## src/rtl/mul_share_arbiter.sv

```systemverilog
// Round-robin front end that time-shares one iterative multiplier core between
// NREQ requesters: grant, issue start, wait for done (or watchdog), respond.
module mul_share_arbiter #(
  parameter int NREQ    = 4,
  parameter int AW      = 8,
  parameter int BW      = 16,
  parameter int PW      = 16,
  parameter int TIMEOUT = 63
) (
  input  logic                     clk,
  input  logic                     reset,
  input  logic [NREQ-1:0]          req_valid,
  output logic [NREQ-1:0]          req_ready,
  input  logic [NREQ*AW-1:0]       req_a,
  input  logic [NREQ*BW-1:0]       req_b,
  output logic [NREQ-1:0]          rsp_valid,
  output logic [PW-1:0]            rsp_p,
  output logic                     rsp_err,
  output logic                     mul_start,
  output logic [AW-1:0]            mul_a,
  output logic [BW-1:0]            mul_b,
  input  logic                     mul_done,
  input  logic [PW-1:0]            mul_p,
  output logic                     busy,
  output logic [$clog2(NREQ)-1:0]  owner
);

  localparam int IW = $clog2(NREQ);
  localparam int CW = $clog2(TIMEOUT);

  typedef enum logic [1:0] {
    S_IDLE,
    S_ISSUE,
    S_WAIT,
    S_RESP
  } state_t;

  state_t          r_state;
  state_t          w_state_next;
  logic [IW-1:0]   r_rr_ptr;
  logic [IW-1:0]   r_owner;
  logic [CW-1:0]   r_cnt;
  logic [AW-1:0]   r_mul_a;
  logic [BW-1:0]   r_mul_b;
  logic [PW-1:0]   r_rsp_p;
  logic            r_rsp_err;
  logic [IW-1:0]   w_win;
  logic            w_any;
  logic            w_timeout;
  logic [IW-1:0]   w_rr_next;

  // Scan from the highest offset down so the lowest offset from rr_ptr wins.
  always_comb begin
    w_win = '0;
    w_any = 1'b0;
    for (int k = NREQ - 1; k >= 0; k--) begin
      if (req_valid[IW'((int'(r_rr_ptr) + k) % NREQ)]) begin
        w_win = IW'((int'(r_rr_ptr) + k) % NREQ);
        w_any = 1'b1;
      end
    end
  end

  always_comb begin
    req_ready = '0;
    if (r_state == S_IDLE && w_any) begin
      req_ready[w_win] = 1'b1;
    end
  end

  assign w_timeout = (r_cnt == CW'(TIMEOUT - 1));
  assign w_rr_next = (r_owner == IW'(NREQ - 1)) ? '0 : r_owner + 1'b1;

  always_comb begin
    w_state_next = r_state;
    case (r_state)
      S_IDLE:  if (w_any) w_state_next = S_ISSUE;
      S_ISSUE: w_state_next = S_WAIT;
      S_WAIT:  if (mul_done || w_timeout) w_state_next = S_RESP;
      S_RESP:  w_state_next = S_IDLE;
      default: w_state_next = S_IDLE;
    endcase
  end

  always_ff @(posedge clk) begin
    if (reset) begin
      r_state   <= S_IDLE;
      r_rr_ptr  <= '0;
      r_owner   <= '0;
      r_cnt     <= '0;
      r_mul_a   <= '0;
      r_mul_b   <= '0;
      r_rsp_p   <= '0;
      r_rsp_err <= 1'b0;
    end else begin
      r_state <= w_state_next;
      case (r_state)
        S_IDLE: begin
          if (w_any) begin
            r_mul_a <= req_a[w_win*AW +: AW];
            r_mul_b <= req_b[w_win*BW +: BW];
            r_owner <= w_win;
          end
        end
        S_ISSUE: r_cnt <= '0;
        S_WAIT: begin
          r_cnt <= r_cnt + 1'b1;
          // A done seen on the final watchdog cycle still wins over the timeout.
          if (mul_done) begin
            r_rsp_p   <= mul_p;
            r_rsp_err <= 1'b0;
          end else if (w_timeout) begin
            r_rsp_p   <= '0;
            r_rsp_err <= 1'b1;
          end
        end
        S_RESP:  r_rr_ptr <= w_rr_next;
        default: ;
      endcase
    end
  end

  generate
    for (genvar gi = 0; gi < NREQ; gi++) begin : g_rsp
      assign rsp_valid[gi] = (r_state == S_RESP) && (r_owner == IW'(gi));
    end
  endgenerate

  assign mul_start = (r_state == S_ISSUE);
  assign busy      = (r_state != S_IDLE);
  assign mul_a     = r_mul_a;
  assign mul_b     = r_mul_b;
  assign rsp_p     = r_rsp_p;
  assign rsp_err   = r_rsp_err;
  assign owner     = r_owner;

endmodule

```

## config.mk

```make
export PLATFORM = sky130hd
export DESIGN_NAME = mul_share_arbiter
export DESIGN_NICKNAME = d
export VERILOG_FILES = /design/src/rtl/mul_share_arbiter.sv
export SDC_FILE = /design/constraint.sdc
export NUM_CORES = 1
export LEC_CHECK = 0
export ABC_CLOCK_PERIOD_IN_PS = 2500
export BUFFER_PORTS_ARGS = -buffer_cell sky130_fd_sc_hd__buf_2
export CAP_MARGIN = 20
export CORE_AREA = 2 2 91 93
export DETAILED_ROUTE_END_ITERATION = 10
export DIE_AREA = 0 0 93 95
export MAX_ROUTING_LAYER = met4
export PLACE_DENSITY = 0.82
export SLEW_MARGIN = 10
export SYNTH_ARGS = -nofsm -noshare
export SYNTH_HDL_FRONTEND = slang
export SYNTH_SLANG_ARGS = --single-unit
export TNS_END_PERCENT = 30
```

## constraint.sdc

```tcl
create_clock -name clk -period 2.5 [get_ports clk]
set_input_delay 0.375 -clock clk [delete_from_list [all_inputs] [get_ports clk]]
set_output_delay 0.375 -clock clk [all_outputs]
set_load 0.01 [all_outputs]
```

Yosys cells after proc, flatten, opt, wreduce, memory -nomap -nowiden
Cells that the tools add are included.
- logic and storage cells: 77
- register bits: 53
- input bits: 119
- output and inout port bits: 53
- add/sub/neg operators: 5
- mux-type cells: 32
- equality and inequality tests: 9
- magnitude comparators: 6
- shift operators: 2
- reductions and logical operators: 15
- operators with widths (cell ; count):
    64-bit by 7-bit variable part select with 16-bit output ; 1
    16-bit 2-to-1 mux ; 2
    32-bit by 6-bit variable part select with 8-bit output ; 1
    2-bit by 4-bit < comparator with 1-bit output (second input constant) ; 4
    1-bit 2-to-1 mux ; 15
    2-bit 2-to-1 mux ; 7
    6-bit one-hot mux with 2 select lines ; 1
    1-bit binary-select mux with 2-bit select ; 4
    2-bit equality test (second input constant) ; 4
    2-bit one-hot mux with 4 select lines ; 1
    6-bit by 1-bit adder with 6-bit output (second input constant) ; 1
    6-bit equality test (second input constant) ; 1
    1-bit logical AND ; 6
    2-bit AND reduction ; 3
    2-bit nonzero test ; 3
    2-bit by 1-bit adder with 2-bit output (second input constant) ; 2
    2-bit adder (second input constant) ; 2
    2-bit by 1-bit equality test with 1-bit output (second input constant) ; 2
    2-bit logical NOT ; 2
    4-bit 2-to-1 mux ; 1
    2-bit inequality test (second input constant) ; 2
    2-bit by 3-bit < comparator with 1-bit output (second input constant) ; 1
    1-bit demux with 2-bit select ; 1
    2-bit by 1-bit >= comparator with 1-bit output (second input constant) ; 1
    1-bit logical OR ; 1

Depth between registers and ports, before layout
Gate-level depths: netlist (run 1).
- word-level depth: 13
- mapped depth: 9
- depth with buffers taken out: 7

Worst setup path before layout (run 1)
Ideal clock, no wire load.
- path kind: input-to-reg
- start point: input port req_valid[0]
- end point: register r_mul_a[0] (netlist: mul_a[0])
- stages on the path: 7
- arrival: 1978 ps
- slack: 401 ps
- required time: 2378 ps
- path buffers: 2
- library setup time: 122 ps
- cell sequence: nor2b_4 -> or4_1 -> buf_4 -> nand2_8 -> buf_6 -> mux2_1 -> a221o_1
- longest elaborated chain between the ends: 8
- elaborated cells on any way between the ends: 22
- classes of those cells: shift: 1; mux: 20; reduce/logical: 1
- RTL lines (item ; line ; RTL):
    from (decl) ; 12 ; input logic [NREQ-1:0] req_valid,
    1-bit binary-select mux with 2-bit select ; 57 ; if (req_valid[IW'((int'(r_rr_ptr) + k) % NREQ)]) begin
    1-bit 2-to-1 mux (not written as such) (2 in series) ; 57 ;
    2-bit 2-to-1 mux or 1-bit 2-to-1 mux (tied branches) (4 in series) ; 57 ;
    32-bit by 6-bit variable part select with 8-bit output or 2-bit AND reduction (tied branches) ; n/a ;
    to (signal assigned) ; 100 ; r_mul_a <= req_a[w_win*AW +: AW];
    to (decl) ; 43 ; logic [AW-1:0] r_mul_a;
Several ways; a longest one is shown, not always the timed one. The select of a mux whose other input is x is not followed.
A chain may end at the register's enable or synchronous reset.

Worst setup path after layout (run 1)
- start point: register r_rr_ptr[1]
- end point: register r_mul_b[5] (netlist: mul_b[5])
- longest elaborated chain between the ends: 9
- elaborated cells on any way between the ends: 25
- classes of those cells: add/sub: 3; shift: 1; mux: 20; reduce/logical: 1
- RTL lines (item ; line ; RTL):
    from (decl) ; 40 ; logic [IW-1:0] r_rr_ptr;
    from (signal assigned) ; 117 ; S_RESP: r_rr_ptr <= w_rr_next;
    2-bit adder ; 57, 58 ;
    1-bit binary-select mux with 2-bit select ; 57 ;
    1-bit 2-to-1 mux (not written as such) (2 in series) ; 57 ;
    2-bit 2-to-1 mux or 1-bit 2-to-1 mux (tied branches) (4 in series) ; 57 ;
    64-bit by 7-bit variable part select with 16-bit output or 2-bit AND reduction (tied branches) ; n/a ;
    to (signal assigned) ; 101 ; r_mul_b <= req_b[w_win*BW +: BW];
    to (decl) ; 44 ; logic [BW-1:0] r_mul_b;
Several ways; a longest one is shown, not always the timed one. The select of a mux whose other input is x is not followed.

==> results of run 1 <==
[routing by layer]
layer,part of all wire (%),wire [µm]
met1,41,3730
met5,0,0
met2,47,4320
met3,9.8,901
met4,2.6,238
[through the flow]
stage | power [mW] | utilization, % | instances | setup WS [ps]
after global placement | 2.48 | 49.2 | 578 | 168
after global routing | 3.22 | 50.7 | 589 | 67.5
after CTS | 3.03 | 50.4 | 586 | 46.3
after floorplan | 2.06 | - | 319 | 401
after detailed placement | 2.52 | 49.2 | 578 | 111
final | 3.02 | 50.7 | 589 | 191
[final cells by class]
class | count | area (µm²)
clock buffer | 5 | 68.8
antenna | 2 | 5.00
inverter | 8 | 30.0
sequential | 53 | 1060
timing repair buffer | 179 | 916
fill | 713 | 3910
tap | 105 | 131
clock inverter | 3 | 25.0
multi-input combinational | 234 | 1780
[power by group through the flow]
stage               clock [mW]  sequential, mW  combinational, mW
floorplan                    0            1.24              0.817
global placement             0            1.17               1.31
detailed placement           0            1.18               1.34
CTS                      0.526            1.16               1.34
global route             0.561            1.18               1.48
finish                   0.508            1.16               1.35
[synth_stat cells, types with 6 or more instances]
master | number | share of area [%]
dfxtp_1 | 53 | 35
nor2_1 | 29 | 3.6
nand3_1 | 25 | 4.2
o21ai_0 | 25 | 4.2
a221o_1 | 24 | 8.0
a21boi_1 | 22 | 5.5
mux2_1 | 20 | 7.5
a22oi_1 | 16 | 4.0
clkbuf_1 | 15 | 1.9
ha_1 | 11 | 4.6
inv_1 | 8 | 1.0
a21oi_1 | 6 | 1.0
buf_6 | 6 | 2.3
[sequential cells by signal, summed over array words and instances, names as in the netlist]
register,count
r_rr_ptr,2
rsp_err,1
owner,2
r_state,2
mul_a,8
r_cnt,6
rsp_p,16
mul_b,16
[cell families (layout without fill, tap and decap cells)]
kind of cell | after synthesis | in the layout
other | 0 | 2
AO/OA/AOI/OAI | 103 | 103
multiplexers | 27 | 27
XOR/XNOR | 3 | 3
buffers and inverters | 33 | 195
adder cells (fa/ha/maj) | 11 | 11
AND/OR/NAND/NOR | 89 | 90
flip-flops | 53 | 53
[worst max-delay path by stage]
| stage | from | end | slack [ps] | cells after the start |
|---|---|---|---|---|
| after CTS | r_rr_ptr[0] | req_ready[1] | 50 | 6 |
| after global placement | req_valid[0] | mul_a[6] | 170 | 6 |
| final | r_rr_ptr[1] | mul_b[5] | 190 | 5 |
| after detailed placement | req_valid[0] | mul_a[6] | 110 | 6 |
| after floorplan | req_valid[0] | mul_a[0] | 400 | 7 |
| after global routing | r_rr_ptr[1] | mul_a[4] | 70 | 5 |
[worst reg2reg max path, stage by stage (launching register included)]
cell	delay, ps
dfxtp_1	530
a21oi_1	120
or3b_4	410
a311oi_4	790
a21boi_1	270
a221o_1	140
==> reports/metrics.yaml, run 1 <==
worst_pin_slew_ps: 903
antenna_found_initial: 2
cp-end-kind: "register"
clockPowerShare_pct: 16.9
min_from: "mul_p[13]"
met1_usage_pct: 22.7
cts.clk_slew.worst_paths_ps: 110
synth-simple-area-share_pct: 17.3
drt_iter0_drc: 161
fin_worst_skew_ps: 8.98
synth_compound_area_share_pct: 25.9
dr.pass1.iters: 4
ir_drop_v: 0.000374
met2_usage_pct: 34.4
pin_count: 172
drv_cap: 0
start_kind: "register"
cp_top_family: "compound AO/OA/AOI/OAI gates"
vias: 3181
busiest_layer: "met2"
grt_pass1_wl_mm: 13.9
synth_cells: 319
synth_area_um2: 2990
whs_endpoint: "rsp_p[13]"
r2r_start: "r_rr_ptr[1]"
pwr-share-seq_pct: 38.5
synth.distinct_cells: 46
maxSlewHeadroom_pct: 39.8
ys_seq_area_share_pct: 35.5
rr_worst_depth: 5
intPower_mw: 1.85
die_x_um: 93
met3_usage_pct: 4.87
report.final.slew_viol_count: 0
slowest_delay_ps: 790
cts_sinks: 53
crit_fanout: 24
placement.io_buffers: 171
cts_tree: "built"
layout_common_cells: "buf_2, dfxtp_1, nor2_1, nand3_1, o21ai_0"
avgSynthCellArea_um2: 9.38
core_um2: 7930
r2r_setup_slack_ps: 190
hpwlAfterDp_mm: 6.89
rsz0062_at_grt: "no"
fin_area_um2: 4020
cts_buffers: 5
drive_gt1_share_pct: 42.3
tns_ps: 0
start_util_pct: 37.8
grt_pass1_vias: 2973
holdWs_ps: 307
final_common_cell: "buf_2"
clk_latency_ps: 310
grt.total_usage_pct: 20.2
cts_post_setup_buffers_inserted: 0
arrival_ps: 2560
fp.dieH_um: 95
place.gp.congestion: 0.814
p_comb_share_pct: 44.7
crit_buf_inv: 0
clock_path_buffers: 2
hold_violations: 0
hp-class: "in2reg"
nNetsFinal: 611
crit_slowest_cell: "a311oi_4"
wl_mm: 9.19
synth_top_family_by_area: "compound AO/OA/AOI/OAI gates"
period_share_pct: 92.4
fmax_mhz: 433
p_switching_mw: 1.16
cts_htree_levels: 2
switching_share_pct: 38.6
cts_resized: 0
p_leak_nw: 1.90
hold_buffers: 0
path_cells: "a21oi_1 -> or3b_4 -> a311oi_4 -> a21boi_1 -> a221o_1"
synth-main-ff-cell: "dfxtp_1"
critPathKind: "reg2reg"
antenna_left: 0
post_dp_cell_area_um2: 3900
powerDensity_nw_per_um2: 751
drc: 0
setup_violations: 0
rr_endpoint: "mul_b[5]"
status: "finished, final reports clean"
ys.warnings.count: 0
viasPerCell: 5.40
synth_enable_flop_cells: 0
synth_xor_area_share_pct: 0.878
cts_root_buf: "clkbuf_8"
async_reset_ff_share_pct: 0
gr-total-overflow: 0
synth-seq-cells: 53
syn_nets: 449
synth_mux_area_share_pct: 10.0
die-area_um2: 8840
syn2layout_area_growth_pct: 34.2
grt_max_degree: 29
holdPathStages: 3
fin_crit_ps: 2310
wl_per_cell_um: 15.6
placementRows: 33
synth_fa_ha_area_share_pct: 4.60
required_ps: 2750
Note: power is estimated with default switching activity, not from simulation.
==> inputs of run 2 (changes only) <==
--- a/config.mk
+++ b/config.mk
@@ -11,7 +11,6 @@
 export CORE_AREA = 2 2 91 93
 export DETAILED_ROUTE_END_ITERATION = 10
 export DIE_AREA = 0 0 93 95
-export MAX_ROUTING_LAYER = met4
 export PLACE_DENSITY = 0.82
 export SLEW_MARGIN = 10
 export SYNTH_ARGS = -nofsm -noshare
==> run 2 against run 1 <==
  * Clock skew up 1.9 ps
  * Sequential cell count unchanged
  * Via count up 0.41%
  * Largest cell class unchanged
  * Critical endpoint unchanged
  * Combinational power about the same
  * Worst setup slack better by 6.7 ps
  * Highest routed layer unchanged
  * Worst hold slack better by 4.1 ps
  * Register-to-register slack about the same
==> reports/metrics.yaml, run 2 (synthesis gave the netlist of run 1 again) <==
crit_slowest_cell: "a311oi_4"
start_kind: "register"
worst_pin_slew_ps: 893
maxSlewHeadroom_pct: 40.5
drv_cap: 0
vias: 3194
clk_latency_ps: 310
crit_fanout: 24
nNetsFinal: 611
cts.clk_slew.worst_paths_ps: 100
start_util_pct: 37.8
cts_resized: 0
placementRows: 33
grt_pass1_vias: 2972
powerDensity_nw_per_um2: 750
die-area_um2: 8840
fin_worst_skew_ps: 10.9
p_comb_share_pct: 44.6
post_dp_cell_area_um2: 3900
clockPowerShare_pct: 16.9
fin_crit_ps: 2300
setup_violations: 0
antenna_found_initial: 2
slowest_delay_ps: 790
wl_mm: 9.15
drt_iter0_drc: 148
pin_count: 172
grt_max_degree: 29
fp.dieH_um: 95
gr-total-overflow: 0
holdWs_ps: 312
die_x_um: 93
cts_root_buf: "clkbuf_8"
status: "finished, final reports clean"
fmax_mhz: 434
tns_ps: 0
cts_post_setup_buffers_inserted: 0
hpwlAfterDp_mm: 6.89
switching_share_pct: 38.5
grt_pass1_wl_mm: 13.9
report.final.slew_viol_count: 0
layout_common_cells: "buf_2, dfxtp_1, nor2_1, nand3_1, o21ai_0"
cp-end-kind: "register"
place.gp.congestion: 0.802
syn2layout_area_growth_pct: 34.2
core_um2: 7930
pwr-share-seq_pct: 38.5
wl_per_cell_um: 15.5
grt.total_usage_pct: 19.6
critPathKind: "reg2reg"
intPower_mw: 1.85
rsz0062_at_grt: "no"
viasPerCell: 5.42
period_share_pct: 92.1
placement.io_buffers: 171
hold_violations: 0
drc: 0
ir_drop_v: 0.000374
required_ps: 2750
cts_buffers: 5
cts_sinks: 53
p_switching_mw: 1.16
dr.pass1.iters: 5
path_cells: "a21oi_1 -> or3b_4 -> a311oi_4 -> a21boi_1 -> a221o_1"
hp-class: "in2reg"
p_leak_nw: 1.90
clock_path_buffers: 2
cts_tree: "built"
placedCellCount: 578
hold_buffers: 0
cts_htree_levels: 2
drive_gt1_share_pct: 42.3
instances_no_fill: 589
antenna_left: 0
final_common_cell: "buf_2"
arrival_ps: 2550
fin_area_um2: 4020
==> run 2: cell counts in the layout (fill, tap and decap cells not counted) <==
Identical to the previous run, type by type.
==> run 2: final cells by class <==
type	count	area, µm²
Clock buffer	5	68.8
Clock inverter	3	25.0
Fill cell	713	3910
Inverter	8	30.0
Sequential cell	53	1060
Tap cell	105	131
Multi-Input combinational cell	234	1780
Antenna cell	2	5.00
Timing Repair Buffer	179	916
==> run 2: metal layers <==
layer | part of all wire, % | global-route usage (%) | wire length, µm | up-vias
li1 | - | - | - | 1518
met1 | 40 | 22.4 | 3640 | 1482
met2 | 47 | 34.5 | 4340 | 174
met3 | 10 | 5.43 | 930 | 20
met4 | 2.7 | 8.33 | 243 | 0
met5 | 0 | 0 | 0 | -
==> run 2: worst paths after layout <==
check	end	slack (ps)	startpoint	cells after the start
hold reg to reg	rsp_err	470	rsp_err	2
setup / recovery	mul_b[5]	200	r_rr_ptr[1]	5
setup reg to reg	mul_b[5]	200	r_rr_ptr[1]	5
hold / removal	rsp_p[13]	310	mul_p[13]	3
==> run 2: power by group through the flow <==
stage          combinational (mW)  clock, mW  sequential (mW)
3_3_place_gp                 1.31          0             1.17
5_1_grt                      1.48      0.560             1.18
6_report                     1.34      0.508             1.16
4_1_cts                      1.34      0.526             1.16
3_5_place_dp                 1.34          0             1.18
2_1_floorplan               0.817          0             1.24
==> run 2: critical path, delay by kind of cell, from the launching register on <==
kind             cells  cell delay [ps]
flip-flops           1              530
AND/OR/NAND/NOR      1              410
AO/OA/AOI/OAI        4             1310
==> run 2: stage by stage <==
stage	setup slack, ps	total power [mW]	utilization [%]
after floorplan	401	2.06	-
after global placement	168	2.48	49.2
after detailed placement	111	2.52	49.2
after CTS	46.3	3.03	50.4
after global routing	67.5	3.22	50.7
final	198	3.01	50.7
==> inputs of run 3 (changes only) <==
--- a/config.mk
+++ b/config.mk
@@ -5,7 +5,7 @@
 export SDC_FILE = /design/constraint.sdc
 export NUM_CORES = 1
 export LEC_CHECK = 0
-export ABC_CLOCK_PERIOD_IN_PS = 2500
+export ABC_CLOCK_PERIOD_IN_PS = 2700
 export BUFFER_PORTS_ARGS = -buffer_cell sky130_fd_sc_hd__buf_2
 export CAP_MARGIN = 20
 export CORE_AREA = 2 2 91 93
==> constraint.sdc (replaced) <==
create_clock -name clk -period 2.7 [get_ports clk]
set_input_delay 0.405 -clock clk [delete_from_list [all_inputs] [get_ports clk]]
set_output_delay 0.405 -clock clk [all_outputs]
set_load 0.01 [all_outputs]
==> run 3 against run 2 <==
  * Via count shrank 1.8%
  * Critical path depth grew 1
  * Sequential power shrank 7%
  * Die area unchanged
  * Critical path type is now reg2out
==> reports/metrics.yaml, run 3 (synthesis gave the netlist of run 1 again) <==
status: "finished, final reports clean"
switching_share_pct: 36.9
viasPerCell: 5.39
powerDensity_nw_per_um2: 715
hold_buffers: 0
place.gp.congestion: 0.826
nNetsFinal: 606
p_leak_nw: 1.89
hpwlAfterDp_mm: 7.01
fin_crit_ps: 2510
antenna_found_initial: 0
clk_latency_ps: 300
intPower_mw: 1.80
drv_cap: 0
report.final.slew_viol_count: 0
setup_violations: 0
worst_pin_slew_ps: 1100
cts.clk_slew.worst_paths_ps: 100
required_ps: 2300
vias: 3136
start_util_pct: 37.8
rsz0062_at_grt: "no"
core_um2: 7930
pin_count: 172
drive_gt1_share_pct: 41.3
num_antenna_cells: 0
wl_mm: 9.16
fmax_mhz: 399
p_switching_mw: 1.05
final_common_cell: "buf_2"
die_x_um: 93
hold_violations: 0
cts_htree_levels: 2
drt_iter0_drc: 100
period_share_pct: 92.9
layout_common_cells: "buf_2, dfxtp_1, nor2_1, nand3_1, o21ai_0"
crit_slowest_cell: "or4_1"
cts_root_buf: "clkbuf_8"
wl_per_cell_um: 15.7
path_cells: "nor2b_4 -> or4_1 -> nand2_8 -> nand2_1 -> nor2_1 -> buf_2"
cts_post_setup_buffers_inserted: 0
instances_no_fill: 582
crit_fanout: 28
worst_slack_ps: 193
arrival_ps: 2100
die-area_um2: 8840
dp_slack_ps: 304
fp.dieH_um: 95
dr.pass1.iters: 4
hp-class: "in2reg"
cts_sinks: 53
ir_drop_v: 0.000363
antenna_left: 0
syn2layout_area_growth_pct: 33.1
cts_resized: 0
grt_max_degree: 29
critPathKind: "reg2out"
pwr-share-seq_pct: 37.9
placementRows: 33
drc: 0
clock_path_buffers: 2
placedCellCount: 574
clockPowerShare_pct: 18.9
fin_worst_skew_ps: 9.06
gr-total-overflow: 0
cp-end-kind: "primary output"
placement.io_buffers: 171
tns_ps: 0
grt_pass1_vias: 2895
p_comb_share_pct: 43.2
maxSlewHeadroom_pct: 25.9
grt.total_usage_pct: 19.6
cts_tree: "built"
start_kind: "register"
slowest_delay_ps: 620
grt_pass1_wl_mm: 13.8
cts_buffers: 5
==> run 3: cell types whose count changed in the layout (fill, tap and decap cells not counted) <==
| cell | change |
|---|---|
| buf_4 | -4 |
| diode_2 | -2 |
| bufinv_16 | +1 |
| clkbuf_1 | +1 |
| clkinvlp_4 | -1 |
| inv_6 | -1 |
| nand2_4 | -1 |
| or4_1 | +1 |
| or4_4 | -1 |
==> run 3: final timing paths <==
path / slack [ps] / cells after the start / endpoint / start
min reg2reg: 470 / 2 / rsp_err / rsp_err
max reg2reg: 430 / 5 / mul_b[6] / r_rr_ptr[1]
max: 190 / 6 / req_ready[1] / r_rr_ptr[0]
min: 340 / 3 / rsp_p[1] / mul_p[1]
==> run 3: layout make-up <==
type / instances / area (µm²)
fillers: 737 / 3940
clock buffers: 6 / 72.6
clock inverters: 2 / 38.8
repair buffers: 175 / 886
inverters: 8 / 30.0
multi-input cells: 233 / 1760
well taps: 105 / 131
flip-flops and latches: 53 / 1060
==> run 3: per-layer routing <==
metal	GRT usage, %	vias up	share of wire (%)
met5	0	-	0
met4	2.82	0	0.39
met3	5.99	4	9.9
met2	37.7	155	51
met1	21.5	1486	38
li1	-	1491	-
==> run 3: power by group through the flow <==
stage | registers, mW | logic [mW] | clock network (mW)
floorplan | 1.15 | 0.756 | 0
global placement | 1.09 | 1.20 | 0
detailed placement | 1.10 | 1.23 | 0
CTS | 1.08 | 1.24 | 0.559
global route | 1.10 | 1.35 | 0.587
finish | 1.08 | 1.23 | 0.538
==> run 3: worst max-delay path: cells and delay by family (launching register included) <==
family	cells	cell delay, ps
buffers and inverters	1	150
DFF	1	440
and+or+nand+nor	5	1200
==> run 3: per-stage QoR <==
| step | power, mW | area (µm²) | hold slack (ps) | utilization [%] |
|---|---|---|---|---|
| after floorplan | 1.90 | 2990 | 454 | - |
| after global placement | 2.29 | 3870 | 445 | 48.8 |
| after detailed placement | 2.33 | 3870 | 461 | 48.8 |
| after CTS | 2.88 | 3980 | 335 | 50.3 |
| after global routing | 3.03 | 3980 | 334 | 50.3 |
| final | 2.85 | 3980 | 345 | 50.3 |
